$ cat config.mk
export PLATFORM = sky130hd
export DESIGN_NAME = uart_rx
export DESIGN_NICKNAME = d
export VERILOG_FILES = /design/src/rtl/uart_rx_pkg.sv /design/src/rtl/uart_sync2.sv /design/src/rtl/uart_rx.sv
export SDC_FILE = /design/constraint.sdc
export NUM_CORES = 1
export LEC_CHECK = 0
export CAP_MARGIN = 20
export CORE_MARGIN = 1.5
export CORE_UTILIZATION = 58
export CTS_CLUSTER_SIZE = 24
export DETAILED_ROUTE_END_ITERATION = 10
export GPL_TIMING_DRIVEN = 0
export PLACE_DENSITY = 0.82
export SETUP_SLACK_MARGIN = 0.05
export SYNTH_ARGS = -nofsm -noshare
export SYNTH_HDL_FRONTEND = slang
export SYNTH_SLANG_ARGS = --single-unit
export TNS_END_PERCENT = 30
$ cat constraint.sdc
create_clock -name clk -period 2.3 [get_ports clk]
set_input_delay 0.46 -clock clk [delete_from_list [all_inputs] [get_ports clk]]
set_output_delay 0.46 -clock clk [all_outputs]
set_load 0.01 [all_outputs]
$ cat src/rtl/uart_rx_pkg.sv
// uart_rx_pkg: shared UART definitions (FSM state encodings, default oversample rate)
//   state_t        : 3-bit receiver FSM encoding shared by uart_rx and future uart_tx
//   OVERSAMPLE_DEF : oversample ticks per bit; must agree with baud_rate_gen
package uart_rx_pkg;

    typedef enum logic [2:0] {
        IDLE      = 3'd0,
        START     = 3'd1,
        DATA      = 3'd2,
        PARITY    = 3'd3,
        STOP      = 3'd4,
        WAIT_IDLE = 3'd5
    } state_t;

    localparam int OVERSAMPLE_DEF = 16;

endpackage

$ cat src/rtl/uart_sync2.sv
// uart_sync2: two-flop synchronizer for an asynchronous single-bit input
//   clk   : destination clock
//   rst   : asynchronous active-high reset; both flops load RST_VAL
//   d     : asynchronous input
//   q     : synchronized output (two clk latency)
module uart_sync2 #(
    parameter logic RST_VAL = 1'b1
) (
    input  logic clk,
    input  logic rst,
    input  logic d,
    output logic q
);

    logic meta;

    always_ff @(posedge clk or posedge rst) begin
        if (rst) begin
            meta <= RST_VAL;
            q    <= RST_VAL;
        end else begin
            meta <= d;
            q    <= meta;
        end
    end

endmodule

$ cat src/rtl/uart_rx.sv
// uart_rx: 16x-oversampling UART receiver, 1 start / DBIT data (LSB first) / optional even parity / 1 stop
//   clk, rst   : system clock, asynchronous active-high reset
//   tick       : one-clk oversample strobe from baud_rate_gen
//   rx         : raw serial line (asynchronous, idles high)
//   rx_data    : last received byte, held until the next rx_done
//   rx_done    : one-clk pulse when a frame completes
//   frame_err  : stop bit sampled low; held with rx_data
//   parity_err : even parity mismatch; held with rx_data (0 when PARITY_EN=0)
//   busy       : high whenever the FSM is not IDLE
module uart_rx
    import uart_rx_pkg::*;
#(
    parameter int DBIT       = 8,
    parameter int SB_TICK    = 16,
    parameter int OVERSAMPLE = OVERSAMPLE_DEF,
    parameter int PARITY_EN  = 0
) (
    input  logic            clk,
    input  logic            rst,
    input  logic            tick,
    input  logic            rx,
    output logic [DBIT-1:0] rx_data,
    output logic            rx_done,
    output logic            frame_err,
    output logic            parity_err,
    output logic            busy
);

    localparam int SW = $clog2(OVERSAMPLE);
    localparam int NW = $clog2(DBIT);
    localparam logic [SW-1:0] S_MID  = SW'(OVERSAMPLE / 2 - 1);
    localparam logic [SW-1:0] S_LAST = SW'(OVERSAMPLE - 1);
    localparam logic [SW-1:0] S_STOP = SW'(SB_TICK - 1);
    localparam logic [NW-1:0] N_LAST = NW'(DBIT - 1);

    state_t          state, state_n;
    logic            rx_s;
    logic [SW-1:0]   s_cnt;
    logic [NW-1:0]   n_cnt;
    logic [DBIT-1:0] sreg;
    logic            par_ok;
    logic            at_mid, at_last, at_stop;

    uart_sync2 #(.RST_VAL(1'b1)) u_sync (
        .clk (clk),
        .rst (rst),
        .d   (rx),
        .q   (rx_s)
    );

    assign at_mid  = tick && s_cnt == S_MID;
    assign at_last = tick && s_cnt == S_LAST;
    assign at_stop = tick && s_cnt == S_STOP;

    always_ff @(posedge clk or posedge rst) begin
        if (rst) state <= IDLE;
        else     state <= state_n;
    end

    always_comb begin
        state_n = state;
        case (state)
            IDLE:      state_n = rx_s ? IDLE : START;
            START:     state_n = !at_mid ? START : rx_s ? IDLE : DATA;
            DATA:      state_n = !(at_last && n_cnt == N_LAST) ? DATA : PARITY_EN != 0 ? PARITY : STOP;
            PARITY:    state_n = at_last ? STOP : PARITY;
            STOP:      state_n = !at_stop ? STOP : rx_s ? IDLE : WAIT_IDLE;
            WAIT_IDLE: state_n = rx_s ? IDLE : WAIT_IDLE;
            default:   state_n = IDLE;
        endcase
    end

    always_comb begin
        busy = state != IDLE;
    end

    // Counters, shift register and the registered frame results. The START
    // mid-bit sample re-bases s_cnt so later samples land at bit centres.
    always_ff @(posedge clk or posedge rst) begin
        if (rst) begin
            s_cnt      <= '0;
            n_cnt      <= '0;
            sreg       <= '0;
            par_ok     <= 1'b1;
            rx_data    <= '0;
            rx_done    <= 1'b0;
            frame_err  <= 1'b0;
            parity_err <= 1'b0;
        end else begin
            rx_done <= 1'b0;
            case (state)
                IDLE: s_cnt <= '0;
                START: if (tick) begin
                    s_cnt <= at_mid ? '0 : s_cnt + 1'b1;
                    if (at_mid) n_cnt <= '0;
                end
                DATA: if (tick) begin
                    s_cnt <= at_last ? '0 : s_cnt + 1'b1;
                    if (at_last) begin
                        sreg  <= {rx_s, sreg[DBIT-1:1]};
                        n_cnt <= n_cnt + 1'b1;
                    end
                end
                PARITY: if (tick) begin
                    s_cnt <= at_last ? '0 : s_cnt + 1'b1;
                    if (at_last) par_ok <= ~(^sreg ^ rx_s);
                end
                STOP: if (tick) begin
                    s_cnt <= at_stop ? '0 : s_cnt + 1'b1;
                    if (at_stop) begin
                        rx_data    <= sreg;
                        rx_done    <= 1'b1;
                        frame_err  <= ~rx_s;
                        parity_err <= (PARITY_EN != 0) && !par_ok;
                    end
                end
                default: ;
            endcase
        end
    end

endmodule
==> results.toml, run 1 <==
[grt]
grt.total_usage_pct = 21.0
grt_pass1_wl_um = 3970
gr-total-overflow = 0
grt_pass1_vias = 937
grt_start_max_net_pins = 31
antenna_found_initial = 0

[critical_path]
max_stage_delay_ps = 480
cp.arrival_ps = 1700
reg2regPathDepth = 4
critPathBufInv = 3
worstPathCellList = "buf_2, nor3_4, inv_2, clkdlybuf4s50_1"
critical_path_depth = 4
reg2reg_slack_ps = 580
cp_slowest_cell = "clkdlybuf4s50_1"
cpLargestDelayFamily = "buffers and inverters"
worstSetupEndpointType = "output pin"
critPathLaunchType = "flop"
crit_type = "flop to output pin"
worst-endpoint-required_ps = 1840
path_max_fanout = 10

[floorplan]
coreArea_mm2 = 0.00223
die_w_um = 51.7
rows = 17
die_h_um = 51.7
num_io_pins = 16
die_area_mm2 = 0.00267
initial_core_util_pct = 61.6

[cts]
clock_path_buffers = 2
cts.root.buffer_cell = "clkbuf_4"
hold_buffers = 0
cts_sinks = 30
clk_pin_slew_ps = 90
cts_inserted_buffers = 5
cts_tree = "done"
cts_htree_levels = 2
insertion_delay_ps = 330
cts_setup_buffers = 0

[logic_synthesis]
synth.yosys.seq_area_share_pct = 54.7
postSynthAreaPerCell_um2 = 12.2
synth_top_area_share_pct = 50.9
netlist_instances = 113
netlist_area_mm2 = 0.00138
synth-seq-cells = 30
synth_top_area_cell = "dfrtp_1"
synth_fp_nets = 120
yosysWarnings = 0
yosys-top-cells-area = "dfrtp_1, mux2_2, dfstp_2"
synth_cell_types = 32

[route]
wire_per_inst_um = 14.5
routed_wl_um = 2380
vias = 928
routed_via_density = 5.66
drc_errors = 0
detail-route-antenna-nets = 0
drt_iter0_markers = 16
dr.pass1.iters = 4

[sta]
max_freq_mhz = 462
setup_viol = 0
hold_violations = 0
tns_ps = 0
holdWs_ps = 365
slew_viol_final = 0
fin_skew_ps = 5.55
post-route-period-util_pct = 94.1
rsz0062_at_grt = "false"
fin_crit_ps = 2160

[outcome]
outcome = "complete, no violations"

[layout]
stdcell_count = 164
diodes = 0
finalInstanceArea_mm2 = 0.00165
layout_common_cells = "dfrtp_1, mux2_2, clkdlybuf4s50_1"
drive_gt1_share_pct = 27.9
final_common_cell = "dfrtp_1"
nNetsFinal = 142
syn_to_final_growth_pct = 19.9

[place]
numPortBuffers = 14
place_area_mm2 = 0.00155
gp_congestion = 0.821
dp_cells = 155
dp_hpwl_um = 1610

[pwr]
power_density_mw_per_mm2 = 895
p_sw_mw = 0.507
power_mw = 1.48
p_int_mw = 0.971
leakage_nw = 0.756
clkPwrFrac_pct = 21.8
switching_share_pct = 34.3
comb_power_share_pct = 31.2
seq_power_share_pct = 46.9
peakVddDrop_mv = 0.776

[min_path]
min_delay_path_depth = 0
hold_class = "flop to flop"

[run]
drv_cap = 0
[power groups by stage]
stage                     clock [mW]  combinational [mW]  sequential [mW]
after floorplan                    0               0.348            0.682
after global placement             0               0.410            0.693
after detailed placement           0               0.437            0.702
after CTS                      0.327               0.443            0.692
after global routing           0.349               0.520            0.708
final                          0.323               0.462            0.693
[routing by layer]
| layer | vias up | wire length [um] | track usage (%) |
|---|---|---|---|
| li1 | 438 | - | - |
| met1 | 457 | 988 | 25.0 |
| met2 | 28 | 1250 | 34.0 |
| met3 | 5 | 104 | 6.90 |
| met4 | 0 | 38 | 10.5 |
| met5 | - | 0 | 0 |
[Yosys cell counts, drive strengths merged]
master	number
o21ai	7
o2111a	1
buf	5
conb	1
nor2b	4
mux2i	3
dfstp	2
o31ai	1
o2111ai	1
xnor2	1
nand4	1
a211oi	1
and4	1
nand2b	1
inv	6
mux2	16
dfrtp	28
o21bai	1
nand2	7
a21oi	2
nand3	5
nand3b	1
nor2	7
o32ai	2
ha	3
a31oi	1
xor2	1
nor3	3
[final cells by class]
class	instances	area, um^2
Multi-Input combinational cell	72	573
Clock inverter	1	5.00
Fill cell	148	583
Clock buffer	7	55.1
Buffer	5	38.8
Timing Repair Buffer	15	168
Inverter	6	22.5
Sequential cell	30	753
Tap cell	28	35.0
[stage by stage]
step                      setup slack, ps  utilization, %
after global routing                 74.1            73.9
after detailed placement              112            69.5
after CTS                            93.1            72.4
after floorplan                       789               -
final                                 135            73.9
after global placement                165            69.5
[logic make-up after synthesis]
logic type / count (synthesis) / synth area share [%]
flops: 30 / 54.7
simple gates: 30 / 12.8
mux: 19 / 15.3
compound gates: 17 / 8.46
buf+inv: 11 / 4.45
fa+ha+maj: 3 / 2.73
xor+xnor: 2 / 1.27
other cells: 1 / 0.272
[what timing repair did]
| item | 4_1_cts | 5_1_grt |
|---|---|---|
| resized for setup | 1 | 2 |
| gates cloned | 0 | 0 |
| endpoints found under the setup margin | 1 | 1 |
[registers in the layout, indices dropped and copies added, names as in the netlist]
register and flops:
frame_err 1, n_cnt 3, rx_data 8, rx_done 1
s_cnt 4, sreg 8, state 3, u_sync.meta 1
u_sync.q 1
[final timing paths]
path,start,endpoint
hold reg to reg,u_sync.meta,u_sync.q
setup reg to reg,s_cnt[0],sreg[0]
hold / removal,u_sync.meta,u_sync.q
max in group asynchronous,rst,u_sync.q
min in group asynchronous,rst,rx_done
setup / recovery,state[1],busy
(Power assumes the default switching activity.)
==> run 2: changes to the inputs <==
- PLACE_DENSITY: 0.82 -> 0.79
==> run 2 against run 1 <==
  * Clock skew about the same
  * Via count decreased by 2.8%
  * Wire length grew 3.2%
  * Critical path type unchanged
  * Design area rose by 2.9%
  * Die area is the same
  * First-iteration DRC count decreased by 31%
  * Non-clock buffer count is the same
  * Worst hold slack worse by 3.4 ps
  * Critical endpoint unchanged
  * Combinational power fell by 3%
  * Register-to-register slack about the same
  * Sequential power barely moved
  * Setup slack improved by 270 ps
==> results.toml, run 2 (synthesis gave the netlist of run 1 again) <==
[route]
dr.pass1.iters = 4
drc_errors = 0
routed_via_density = 5.50
drt_iter0_markers = 11
vias = 902
routed_wl_um = 2460
detail-route-antenna-nets = 0
wire_per_inst_um = 15.0

[pwr]
leakage_nw = 0.778
clkPwrFrac_pct = 32.7
comb_power_share_pct = 26.3
peakVddDrop_mv = 0.903
switching_share_pct = 30.0
power_density_mw_per_mm2 = 998
p_int_mw = 1.19
p_sw_mw = 0.508
seq_power_share_pct = 41.0

[critical_path]
worstPathCellList = "buf_4, nor3_2, inv_1, dlymetal6s2s_1"
path_max_fanout = 10
cp.arrival_ps = 1430
critical_path_depth = 4
reg2regPathDepth = 4
critPathLaunchType = "flop"
worstSetupEndpointType = "output pin"
crit_type = "flop to output pin"
worst-endpoint-required_ps = 1840
critPathBufInv = 3
cpLargestDelayFamily = "buffers and inverters"
max_stage_delay_ps = 410
cp_slowest_cell = "dfrtp_1"

[layout]
finalInstanceArea_mm2 = 0.00170
drive_gt1_share_pct = 27.9
diodes = 0
fillCellCount = 152
layout_common_cells = "dfrtp_1, mux2_2, clkdlybuf4s50_1"
final_common_cell = "dfrtp_1"
largest_registers = "rx_data x8, sreg x8, s_cnt x4"
syn_to_final_growth_pct = 23.4
stdcell_count = 164
nNetsFinal = 142
utilization_pct = 76.0

[floorplan]
coreArea_mm2 = 0.00223
num_io_pins = 16
die_w_um = 51.7
die_area_mm2 = 0.00267
rows = 17
die_h_um = 51.7
initial_core_util_pct = 61.6

[grt]
grt_start_max_net_pins = 31
grt_pass1_wl_um = 3980
antenna_found_initial = 0
grt.total_usage_pct = 21.8
gr-total-overflow = 0
grt_pass1_vias = 890

[sta]
setup_viol = 0
slew_viol_final = 0
hold_violations = 0
fin_skew_ps = 5.15
max_freq_mhz = 529
tns_ps = 0
rsz0062_at_grt = "false"
holdWs_ps = 362
post-route-period-util_pct = 82.2
fin_crit_ps = 1890

[cts]
clock_path_buffers = 2
cts_tree = "done"
cts.root.buffer_cell = "clkbuf_4"
hold_buffers = 0
cts_sinks = 30
clk_pin_slew_ps = 90
cts_setup_buffers = 0
insertion_delay_ps = 330
cts_inserted_buffers = 5
cts_htree_levels = 2

[outcome]
outcome = "complete, no violations"

[place]
numPortBuffers = 14
gp_congestion = 0.838
dp_hpwl_um = 1640
place_area_mm2 = 0.00155
dp_cells = 155

[run]
drv_cap = 0

[min_path]
hold_class = "flop to flop"
min_delay_path_depth = 0
run 2: worst reg2reg max path: stages (launching register included):
cell and delay [ps]:
dfrtp_1 400, ha_1 240, nand4_2 190, nor3_4 400, mux2_2 390
run 2: what timing repair did:
| action | 4_1_cts | 5_1_grt |
|---|---|---|
| setup endpoints to repair | 1 | 1 |
| cloned | 0 | 0 |
| gates resized for setup | 1 | 1 |
run 2: cell type report:
type,instances,area [um^2],area share (%)
well taps,28,35.0,2.06
inverters,6,22.5,1.33
plain buffers,5,38.8,2.28
clock inverters,2,60.1,3.54
multi-input cells,72,567,33.4
repair buffers,15,170,10.0
flip-flops and latches,30,753,44.4
clock buffers,6,51.3,3.02
run 2: power groups by stage:
stage,clock network (mW),logic [mW],registers [mW]
finish,0.554,0.446,0.695
global route,0.584,0.504,0.706
CTS,0.568,0.439,0.694
detailed placement,0,0.432,0.703
global placement,0,0.411,0.694
floorplan,0,0.348,0.682
run 2: final timing paths:
path                             startpoint  slack [ps]           to
worst max-delay path               state[0]         410         busy
worst min-delay path            u_sync.meta         360     u_sync.q
min in group asynchronous               rst         420      sreg[0]
worst min register to register  u_sync.meta         360     u_sync.q
worst max register to register     s_cnt[0]         570      sreg[7]
max in group asynchronous               rst        1350  u_sync.meta
run 2: per-stage QoR:
| step | power (mW) | setup slack (ps) |
|---|---|---|
| floorplan | 1.03 | 789 |
| global placement | 1.10 | 150 |
| finish | 1.70 | 409 |
| CTS | 1.70 | 85.6 |
| global route | 1.79 | 327 |
| detailed placement | 1.14 | 123 |
run 2: layer usage:
metal	wire length (um)	GRT usage, %
met4	48	13.2
met2	1240	34.8
met5	0	0
met1	1060	24.0
met3	111	9.48
==> run 3: changes to the inputs <==
- CORE_UTILIZATION: 58 -> 54
- PLACE_DENSITY: 0.79 -> 0.74
- clock period: 2.3 -> 1.88 ns (I/O delays scaled with it)
==> run 3 against run 2 <==
  * Design area up 1.8%
  * Setup slack worse by 260 ps
  * Clock skew grew 4.6 ps
  * First-iteration DRC count decreased by 9.1%
  * Sequential share of layout area shrank 0.77 points
  * Register-to-register slack lost 370 ps
  * Worst hold slack lost 7.4 ps
  * Combinational power up 33%
  * Sequential power increased by 22%
==> results.toml, run 3 (synthesis gave the netlist of run 1 again) <==
[sta]
fin_crit_ps = 1730
fin_skew_ps = 9.75
max_freq_mhz = 576
maxSlewHeadroom_pct = 66.0
tightest_slew_ps = 509
rsz0062_at_grt = "false"
slew_viol_final = 0
setup_slack_ps = 145
setup_viol = 0
post-route-period-util_pct = 92.3
hold_violations = 0

[critical_path]
r2r_start = "s_cnt[0]"
cp.arrival_ps = 1940
worstSetupEndpointType = "flop"
worst-endpoint-required_ps = 2090
critPathLaunch = "tick"
max_stage_delay_ps = 600
cp_slowest_cell = "clkdlybuf4s50_1"
reg2reg_slack_ps = 200
crit_type = "input pin to flop"
worstPathCellList = "clkdlybuf4s50_1, nand4_2, nor3_4, mux2_2"
reg2regPathDepth = 4
reg2reg_to = "sreg[4]"
path_max_fanout = 9
critPathLaunchType = "input pin"
crit_end = "sreg[4]"

[route]
vias = 922
drt_iter0_markers = 10
routed_wl_um = 2310
dr.pass1.iters = 4
routed_via_density = 5.46
wire_per_inst_um = 13.7
detail-route-antenna-nets = 0
drc_errors = 0

[grt]
grt_pass1_wl_um = 3710
gr-total-overflow = 0
antenna_found_initial = 0
grt_pass1_vias = 844
grt.total_usage_pct = 18.9
grt_start_max_net_pins = 31

[cts]
insertion_delay_ps = 320
cts_htree_levels = 2
cts.root.buffer_cell = "clkbuf_4"
hold_buffers = 0
clock_path_buffers = 2
cts_sinks = 30
clk_pin_slew_ps = 90
cts_tree = "done"
cts_inserted_buffers = 5

[layout]
nNetsFinal = 145
drive_gt1_share_pct = 30.9
final_common_cell = "dfrtp_1"
diodes = 0
syn_to_final_growth_pct = 25.5
largest_registers = "rx_data x8, sreg x8, s_cnt x4"
utilization_pct = 70.4
layout_common_cells = "dfrtp_1, mux2_2, clkdlybuf4s50_1"
finalInstanceArea_mm2 = 0.00173

[pwr]
power_mw = 2.11
p_sw_mw = 0.623
power_density_mw_per_mm2 = 1220
seq_power_share_pct = 40.1
p_int_mw = 1.49
peakVddDrop_mv = 1.15
clkPwrFrac_pct = 31.9
switching_share_pct = 29.5
comb_power_share_pct = 28.0
leakage_nw = 0.795

[floorplan]
die_w_um = 53.5
num_io_pins = 16
die_h_um = 53.5
coreArea_mm2 = 0.00245
initial_core_util_pct = 56.1
rows = 18
die_area_mm2 = 0.00286

[min_path]
hold_class = "flop to flop"

[place]
dp_hpwl_um = 1550
numPortBuffers = 14
pre_cts_ws_ps = -205
gp_congestion = 0.815
place_area_mm2 = 0.00155

[outcome]
outcome = "complete, no violations"

[run]
drv_cap = 0
## run 3: stage by stage
step / std cells / TNS [ps] / hold slack [ps]
finish: 169 / 0 / 355
CTS: 167 / 0 / 355
detailed placement: 157 / -1930 / 347
global route: 169 / 0 / 365
floorplan: 113 / 0 / 345
global placement: 157 / -1610 / 347
## run 3: how the worst min path moves through the flow
stage	cells past startpoint	start	endpoint
6_report	0	u_sync.meta	u_sync.q
2_1_floorplan	0	u_sync.meta	u_sync.q
4_1_cts	0	u_sync.meta	u_sync.q
3_5_place_dp	0	u_sync.meta	u_sync.q
3_3_place_gp	0	u_sync.meta	u_sync.q
5_1_grt	0	u_sync.meta	u_sync.q
## run 3: routing by layer
metal / vias to the layer above / global-route usage (%) / part of all wire, %
met3: 2 / 7.63 / 3.6
li1: 449 / - / -
met4: 0 / 6.84 / 0.43
met2: 14 / 30.2 / 51
met1: 457 / 22.9 / 45
met5: - / 0 / 0
## run 3: layout make-up
type	count	area [um^2]
sequential	30	753
clock buffer	6	51.3
clock inverter	2	60.1
fill	181	727
multi-input combinational	72	573
buffer	5	45.0
timing repair buffer	18	185
tap	30	37.5
inverter	6	22.5
## run 3: power groups by stage
| stage | clock, mW | sequential [mW] | combinational [mW] |
|---|---|---|---|
| 4_1_cts | 0.693 | 0.845 | 0.577 |
| 3_5_place_dp | 0 | 0.856 | 0.526 |
| 5_1_grt | 0.718 | 0.859 | 0.669 |
| 3_3_place_gp | 0 | 0.852 | 0.501 |
| 2_1_floorplan | 0 | 0.834 | 0.426 |
| 6_report | 0.673 | 0.846 | 0.592 |
## run 3: repair_timing
item                                    in CTS  in global routing
cloned                                       0                  0
endpoints found under the setup margin       1                  1
resized for setup                            7                  1
pin swaps                                    1                  0
setup buffers                                2                  1
## run 3: critical path: cells and delay by family
| family | cells | cell delay [ps] |
|---|---|---|
| muxes | 1 | 380 |
| and+or+nand+nor | 2 | 580 |
| buffers and inverters | 1 | 600 |
